--- src/rtl/uart_rx_controller.sv ---
// UART receiver: 2-FF synchroniser, oversampling deframer and 4-channel output demux.
// Define UART_RX_PARITY_EN to add an even-parity bit between the data and stop bits.
module uart_rx_controller #(
    parameter int unsigned CLK_FREQ   = 16000000,
    parameter int unsigned BAUD       = 9600,
    parameter int unsigned OVERSAMPLE = 16
) (
    input  logic       clk,
    input  logic       rst,
    input  logic [7:0] UART_config,
    input  logic       rx,
    output logic [7:0] rx_data_0,
    output logic [7:0] rx_data_1,
    output logic [7:0] rx_data_2,
    output logic [7:0] rx_data_3,
    output logic       rx_valid_0,
    output logic       rx_valid_1,
    output logic       rx_valid_2,
    output logic       rx_valid_3,
    output logic       rx_frame_err,
    output logic       rx_parity_err,
    output logic       rx_busy
);

    localparam int unsigned DIV_RAW = CLK_FREQ / (BAUD * OVERSAMPLE);
    localparam int unsigned DIV     = (DIV_RAW < 1) ? 1 : DIV_RAW;
    localparam int unsigned DIV_W   = (DIV > 1) ? $clog2(DIV) : 1;
    localparam int unsigned S_W     = (OVERSAMPLE > 1) ? $clog2(OVERSAMPLE) : 1;
    localparam int unsigned MID     = OVERSAMPLE / 2 - 1;

`ifdef UART_RX_PARITY_EN
    typedef enum logic [2:0] {ST_IDLE, ST_START, ST_DATA, ST_PARITY, ST_STOP} state_e;
`else
    typedef enum logic [2:0] {ST_IDLE, ST_START, ST_DATA, ST_STOP} state_e;
`endif

    logic [1:0]       sync_q;
    logic [DIV_W-1:0] div_cnt_q, div_cnt_d;
    logic [S_W-1:0]   s_q, s_d;
    logic [2:0]       bit_idx_q, bit_idx_d;
    state_e           state_q, state_d;
    logic [7:0]       shift_q, shift_d;
    logic [1:0]       ch_q, ch_d;
    logic             busy_q, busy_d;
    logic [3:0][7:0]  data_q, data_d;
    logic [3:0]       valid_q, valid_d;
    logic             ferr_q, ferr_d;
`ifdef UART_RX_PARITY_EN
    logic             par_bad_q, par_bad_d;
    logic             perr_q, perr_d;
`endif

    logic en, rx_s, tick, mid;
    logic unused_cfg;

    assign en         = UART_config[3];
    assign rx_s       = sync_q[1];
    assign tick       = en && (div_cnt_q == DIV_W'(DIV - 1));
    assign mid        = tick && (s_q == S_W'(MID));
    assign unused_cfg = ^{UART_config[7:6], UART_config[2:0]};

    always_ff @(posedge clk or posedge rst) begin
        if (rst) begin
            sync_q    <= 2'b11;
            div_cnt_q <= '0;
            s_q       <= '0;
            bit_idx_q <= '0;
            state_q   <= ST_IDLE;
            shift_q   <= '0;
            ch_q      <= '0;
            busy_q    <= 1'b0;
            data_q    <= '0;
            valid_q   <= '0;
            ferr_q    <= 1'b0;
`ifdef UART_RX_PARITY_EN
            par_bad_q <= 1'b0;
            perr_q    <= 1'b0;
`endif
        end else begin
            sync_q    <= {sync_q[0], rx};
            div_cnt_q <= div_cnt_d;
            s_q       <= s_d;
            bit_idx_q <= bit_idx_d;
            state_q   <= state_d;
            shift_q   <= shift_d;
            ch_q      <= ch_d;
            busy_q    <= busy_d;
            data_q    <= data_d;
            valid_q   <= valid_d;
            ferr_q    <= ferr_d;
`ifdef UART_RX_PARITY_EN
            par_bad_q <= par_bad_d;
            perr_q    <= perr_d;
`endif
        end
    end

    // Deframing FSM: the sample counter free-runs across bits so every sample lands mid-bit.
    always_comb begin
        div_cnt_d = div_cnt_q;
        s_d       = s_q;
        bit_idx_d = bit_idx_q;
        state_d   = state_q;
        shift_d   = shift_q;
        ch_d      = ch_q;
        busy_d    = busy_q;
        data_d    = data_q;
        valid_d   = '0;
        ferr_d    = 1'b0;
`ifdef UART_RX_PARITY_EN
        par_bad_d = par_bad_q;
        perr_d    = 1'b0;
`endif
        if (!en) begin
            div_cnt_d = '0;
            s_d       = '0;
            bit_idx_d = '0;
            state_d   = ST_IDLE;
            busy_d    = 1'b0;
        end else begin
            div_cnt_d = tick ? '0 : div_cnt_q + DIV_W'(1);
            if (tick) begin
                s_d = (s_q == S_W'(OVERSAMPLE - 1)) ? '0 : s_q + S_W'(1);
            end
            case (state_q)
                ST_IDLE: begin
                    s_d       = '0;
                    bit_idx_d = '0;
                    if (tick && !rx_s) begin
                        state_d = ST_START;
                        ch_d    = UART_config[5:4];
                    end
                end
                ST_START: begin
                    if (mid) begin
                        if (!rx_s) begin
                            state_d   = ST_DATA;
                            busy_d    = 1'b1;
                            bit_idx_d = '0;
                        end else begin
                            state_d = ST_IDLE;
                        end
                    end
                end
                ST_DATA: begin
                    if (mid) begin
                        shift_d = {rx_s, shift_q[7:1]};
                        if (bit_idx_q == 3'd7) begin
`ifdef UART_RX_PARITY_EN
                            state_d = ST_PARITY;
`else
                            state_d = ST_STOP;
`endif
                        end else begin
                            bit_idx_d = bit_idx_q + 3'd1;
                        end
                    end
                end
`ifdef UART_RX_PARITY_EN
                ST_PARITY: begin
                    if (mid) begin
                        par_bad_d = ^{shift_q, rx_s};
                        state_d   = ST_STOP;
                    end
                end
`endif
                ST_STOP: begin
                    if (mid) begin
                        state_d   = ST_IDLE;
                        busy_d    = 1'b0;
                        bit_idx_d = '0;
                        if (!rx_s) begin
                            ferr_d = 1'b1;
`ifdef UART_RX_PARITY_EN
                        end else if (par_bad_q) begin
                            perr_d = 1'b1;
`endif
                        end else begin
                            data_d[ch_q]  = shift_q;
                            valid_d[ch_q] = 1'b1;
                        end
                    end
                end
                default: state_d = ST_IDLE;
            endcase
        end
    end

    assign rx_data_0    = data_q[0];
    assign rx_data_1    = data_q[1];
    assign rx_data_2    = data_q[2];
    assign rx_data_3    = data_q[3];
    assign rx_valid_0   = valid_q[0];
    assign rx_valid_1   = valid_q[1];
    assign rx_valid_2   = valid_q[2];
    assign rx_valid_3   = valid_q[3];
    assign rx_frame_err = ferr_q;
    assign rx_busy      = busy_q;
`ifdef UART_RX_PARITY_EN
    assign rx_parity_err = perr_q;
`else
    assign rx_parity_err = 1'b0;
`endif

endmodule

--- config.mk ---
export PLATFORM = sky130hd
export DESIGN_NAME = uart_rx_controller
export DESIGN_NICKNAME = d
export VERILOG_FILES = /design/src/rtl/uart_rx_controller.sv
export SDC_FILE = /design/constraint.sdc
export NUM_CORES = 1
export LEC_CHECK = 0
export CELL_PAD_IN_SITES_DETAIL_PLACEMENT = 0
export CELL_PAD_IN_SITES_GLOBAL_PLACEMENT = 1
export CORE_ASPECT_RATIO = 1.75
export CORE_UTILIZATION = 40
export DETAILED_ROUTE_END_ITERATION = 7
export HOLD_SLACK_MARGIN = 0.03
export PLACE_DENSITY_LB_ADDON = 0.1
export SETUP_SLACK_MARGIN = 0.4
export SYNTH_ARGS = -nofsm -noshare
export SYNTH_HDL_FRONTEND = slang
export SYNTH_SLANG_ARGS = --single-unit
export TNS_END_PERCENT = 20
--- constraint.sdc ---
create_clock -name clk -period 3.5 [get_ports clk]
set_clock_uncertainty 0.2 [all_clocks]
set_input_delay 0.35 -clock clk [delete_from_list [all_inputs] [get_ports clk]]
set_output_delay 0.35 -clock clk [all_outputs]
set_load 0.02 [all_outputs]
* Yosys cells after proc, flatten, opt, wreduce, memory -nomap -nowiden
Cells that the tools add are included.
Storage, ports and cells: latch bits 0, output and inout bits 39, logic and storage cells 86, flip-flop bits (word level) 67, RAM bits 0, memories 0, bits in read-only memories 0
Operators by class: order comparisons 2, shift operators 0, muxes and demuxes 38, multiply operators 0, add/sub/neg operators 3, divide/modulo/power cells 0, reduce and logical (&&, ||, !) cells 12, bitwise operators 0, eq/ne operators 17
Operator list (number):
- 3-bit two-way mux | 11
- 32-bit bitwise mux | 1
- 4-bit two-way mux | 8
- 3-bit one-hot mux with 4 select lines | 2
- 3-bit != test, second input constant | 7
- 8-bit demux with 2-bit select | 1
- 7-bit two-way mux | 2
- 1-bit two-way mux | 9
- 8-bit two-way mux | 1
- 4-bit AND reduction | 2
- 7-bit by 1-bit adder with 7-bit output, second input constant | 1
- 7-bit equality test, second input constant | 1
- 3-bit by 2-bit equality test with 1-bit output, second input constant | 2
- 3-bit by 1-bit != test with 1-bit output, second input constant | 2
- 3-bit AND reduction | 2
- 6-bit AND reduction | 1
- 5-bit by 1-bit != test with 1-bit output, second input constant | 1
- 5-bit AND reduction | 1
- 4-bit by 1-bit adder with 4-bit output, second input constant | 1
- 4-bit by 3-bit equality test with 1-bit output, second input constant | 1
- 4-bit equality test, second input constant | 1
- 1-bit logical AND | 4
- 3-bit by 1-bit adder with 3-bit output, second input constant | 1
- 3-bit by 1-bit equality test with 1-bit output, second input constant | 1
- 8 further kinds | 8

* Longest topological paths before layout
depth after elaboration 8, gate-level depth with buffers 5, depth with buffers taken out 5

* Worst setup path after synthesis
No wires, ideal clock.
path kind register to register, start register div_cnt_q[3], end register data_q, in the netlist rx_data_0[0], data required time 3175 ps, arrival 2072 ps, cell stages (with the launch flop) 6, clock period less this slack 2397 ps, setup slack 1103 ps, path buffers 1, path through dfrtp_1 or3b_1 buf_2 or4_4 nor3_4 mux2_2
Between the ends: cells in the longest elaborated chain, start to end 4
RTL lines:
- start: declaration | RTL line 38 | logic [DIV_W-1:0] div_cnt_q, div_cnt_d;
- start signal: assignment | RTL line 81 | div_cnt_q <= div_cnt_d;
- 7-bit equality test | RTL line 58 | assign tick = en && (div_cnt_q == DIV_W'(DIV - 1));
- 1-bit logical AND | RTL line 58
- 1-bit logical AND | RTL line 59 | assign mid = tick && (s_q == S_W'(MID));
- 4-bit AND reduction (no line)
- end signal: assignment | RTL line 88 | data_q <= data_d;
- end: declaration | RTL line 45 | logic [3:0][7:0] data_q, data_d;
No other way between the ends. A chain may end at the register's enable or synchronous reset.

* Worst setup path after layout
start register div_cnt_q[0], end register data_q, in the netlist rx_data_0[7]
The elaborated chain is that of the path after synthesis.

==> metrics.csv <==
stage,metric,value,unit
global_route,grt_antenna_before_repair,0,
timing,final_period_util,0.750,
timing,final.setup.tns,0,ps
clock_tree,post-cts-setup-buffers,0,
global_route,grt_start_max_net_pins,30,
die,chipHeight,111,um
yosys,synth-seq-cells,66,
critical_path,cpMaxStageDelayCell,sky130_fd_sc_hd__or4_4,
power,powerDensity,443,nW/um^2
clock_tree,cts_hold_repair.buffers,0,
run,max_cap_violation_count,0,
yosys,synth_area_per_cell,13.5,sq um
timing,worst_slew_pin_slew,819,ps
critical_path,crit_arrival,2630,ps
global_route,grt_use_total,0.170,
clock_tree,cts_repair_resize_count,0,
die,dieArea,7180,sq um
routing,first_iter_violations,71,
routing,drt.antenna.violating_nets,0,
timing,slew_headroom,0.448,
critical_path,timing.critical_path.cells,"ha_1, nand3_1, or4_4, nor3_4, mux2_2",
clock_tree,cts_max_path_buffers,2,
yosys,netlist_area,2730,sq um
power,peakVddDrop,0.336,mV
layout,nNetsFinal,268,
layout,most_frequent_standard_cell_in_the_layout_excluding_fill_and_tap_cells,sky130_fd_sc_hd__dfrtp_1,
routing,finalWirelength,5300,um
clock_tree,root_buffer,sky130_fd_sc_hd__clkbuf_16,
die,std_cell_rows,39,
critical_path,critPathLaunchType,flip-flop,
layout,most-common-layout-cells,"sky130_fd_sc_hd__dfrtp_1, sky130_fd_sc_hd__mux2_2, sky130_fd_sc_hd__clkdlybuf4s50_1",
power,leakage,1.62,nW
place,place.gp.congestion,0.749,
power,fin_total_pwr,1.55,mW
place,io_buffer_count,43,
die,io-pin-count,50,
clock_tree,h_tree_depth,3,
routing,drc,0,
timing,max_clock_freq,381,MHz
clock_tree,cts_tree,built,
yosys,yosysUniqueCellTypes,40,
place,detailed_place_hpwl,3840,um
routing,drtPass1Iterations,4,
global_route,aggregate_global_routing_overflow,0,
critical_path,end_kind,flip-flop,
worst_hold_path,worstHoldPathType,reg2reg,
timing,setup_viol,0,
layout,finalCoreUtilization,0.531,
timing,unrepaired_setup_endpoints_after_global_routing,false,
routing,viasPerCell,5.25,
timing,timing_hold_violations_final,0,
clock_tree,cts_sink_count,66,
global_route,first_pass_grt_wire_length,8960,um
critical_path,crit_path_max_fanout,8,
layout,layout_cells_sized_above_1,0.243,
die,initial_core_utilization,0.415,
yosys,yosys_warnings,0,
yosys,synth_nets,217,
routing,routed_wire_length_per_instance,15.7,um
timing,maxSlewViolCount,0,
clock_tree,cts_inserted_buffers,9,
critical_path,data_required_time_of_the_worst_path,3500,ps
critical_path,critPathKind,reg2reg,
critical_path,slowest_delay,640,ps
clock_tree,clkTransAtPathRegs,50,ps
clock_tree,worstSkewPairLatency,320,ps
run_status,run_status,"complete, no violations",
layout,antennaDiodeCount,0,
yosys,synthesized_netlist_cell_count,202,
yosys,yosysSeqAreaShare,0.605,
die,core_area,6590,sq um
die,die-width,64.5,um
global_route,via_count_of_the_first_global_routing_pass,1800,
routing,vias,1768,
layout,area.growth.synth_to_final,27.9,%
timing,layout_min_cycle_time,2620,ps
[routing by layer]
layer / up-vias / share of wire / global-route usage
met4: 0 / 0.025 / 0.0963
met5: - / 0 / 0
met1: 883 / 0.37 / 0.169
li1: 833 / - / -
met3: 10 / 0.037 / 0.0543
met2: 42 / 0.57 / 0.302
[layout make-up]
type                            count  area, sq um
Clock buffer                       12          236
Inverter                            2         7.51
Timing Repair Buffer               46          453
Tap cell                           82          103
Sequential cell                    66         1650
Clock inverter                      1         5.00
Multi-Input combinational cell    128         1040
Fill cell                         612         3090
[cell usage after synthesis]
cell type / count / area (sq um)
sky130_fd_sc_hd__nand3_1: 7 / 35.0
sky130_fd_sc_hd__a2111oi_0: 1 / 8.76
sky130_fd_sc_hd__inv_1: 2 / 7.51
sky130_fd_sc_hd__nor3_4: 1 / 16.3
sky130_fd_sc_hd__ha_1: 4 / 50.1
sky130_fd_sc_hd__and3b_1: 1 / 8.76
sky130_fd_sc_hd__o221a_2: 1 / 11.3
sky130_fd_sc_hd__xnor2_1: 2 / 17.5
sky130_fd_sc_hd__nand3b_1: 3 / 22.5
sky130_fd_sc_hd__o21a_1: 1 / 7.51
sky130_fd_sc_hd__nor3b_1: 4 / 30.0
sky130_fd_sc_hd__o2bb2ai_1: 1 / 8.76
sky130_fd_sc_hd__conb_1: 1 / 3.75
sky130_fd_sc_hd__nor4bb_1: 1 / 10.0
sky130_fd_sc_hd__nand4_1: 2 / 12.5
sky130_fd_sc_hd__a31oi_1: 2 / 12.5
sky130_fd_sc_hd__dfrtp_1: 64 / 1600
sky130_fd_sc_hd__buf_2: 1 / 5.00
sky130_fd_sc_hd__and3_1: 4 / 25.0
sky130_fd_sc_hd__clkdlybuf4s15_1: 1 / 10.0
sky130_fd_sc_hd__a22o_1: 2 / 17.5
sky130_fd_sc_hd__or4_4: 1 / 11.3
sky130_fd_sc_hd__a21oi_1: 4 / 20.0
sky130_fd_sc_hd__and2_1: 2 / 12.5
sky130_fd_sc_hd__and2b_1: 1 / 7.51
sky130_fd_sc_hd__dfstp_2: 2 / 52.6
sky130_fd_sc_hd__a21boi_0: 3 / 22.5
sky130_fd_sc_hd__xor2_1: 3 / 26.3
sky130_fd_sc_hd__o21ai_0: 5 / 25.0
sky130_fd_sc_hd__nor4_1: 2 / 12.5
sky130_fd_sc_hd__clkbuf_1: 3 / 11.3
sky130_fd_sc_hd__nor2_1: 8 / 30.0
sky130_fd_sc_hd__nand4b_1: 1 / 8.76
sky130_fd_sc_hd__nor3_1: 3 / 15.0
sky130_fd_sc_hd__nand2_1: 10 / 37.5
sky130_fd_sc_hd__buf_4: 1 / 7.51
sky130_fd_sc_hd__or3b_1: 1 / 8.76
sky130_fd_sc_hd__nor2b_1: 1 / 6.26
sky130_fd_sc_hd__mux2_2: 43 / 484
sky130_fd_sc_hd__or3_1: 2 / 12.5
[worst max-delay path, delay by kind of cell, from the launching register on]
kind / cells / cell delay [ps]
AND/OR/NAND/NOR: 3 / 1310
multiplexers: 1 / 390
flip-flops: 1 / 370
adder cells (fa/ha/maj): 1 / 240
[sequential cells by signal (all words and copies together) (netlist names)]
register	cells
s_q	4
sync_q	2
rx_frame_err	1
rx_busy	1
bit_idx_q	3
rx_data_0	8
rx_data_1	8
rx_data_2	8
ch_q	2
state_q	2
div_cnt_q	7
shift_q	8
rx_data_3	8
valid_q	4
[cells by family (layout without fill, tap and decap cells)]
group           count (synthesis)  after routing  share of synthesized area
compound gates                 20             20                     0.0490
flops                          66             66                      0.605
simple gates                   55             55                      0.118
buf+inv                         8             61                     0.0151
xor+xnor                        5              5                     0.0160
other cells                     1              1                    0.00137
mux                            43             43                      0.177
fa+ha+maj                       4              4                     0.0183
[metrics by stage]
step           instance area (sq um)  hold WS [ps]  std cells  setup slack [ps]
2_1_floorplan                   2730           145        202              1100
3_3_place_gp                    3260           146        324               775
3_5_place_dp                    3260           148        324               786
4_1_cts                         3500           155        337               847
5_1_grt                         3500           156        337               704
6_report                        3500           155        337               876
[final timing paths]
check | from | slack, ps | depth (start not counted) | to
setup / recovery | div_cnt_q[0] | 880 | 5 | rx_data_0[7]
hold / removal | sync_q[0] | 150 | 0 | sync_q[1]
setup reg to reg | div_cnt_q[0] | 880 | 5 | rx_data_0[7]
hold reg to reg | sync_q[0] | 150 | 0 | sync_q[1]
max in group asynchronous | rst | 2140 | 3 | rx_data_2[1]
min in group asynchronous | rst | 200 | 2 | rx_data_0[7]
[where the power goes]
group / internal (mW) / switching, mW / total (mW)
Sequential: 0.770 / 0.00354 / 0.773
Clock: 0.465 / 0.279 / 0.744
Combinational: 0.0106 / 0.0213 / 0.0319
Total: 1.25 / 0.304 / 1.55
(Power assumes the default switching activity.)
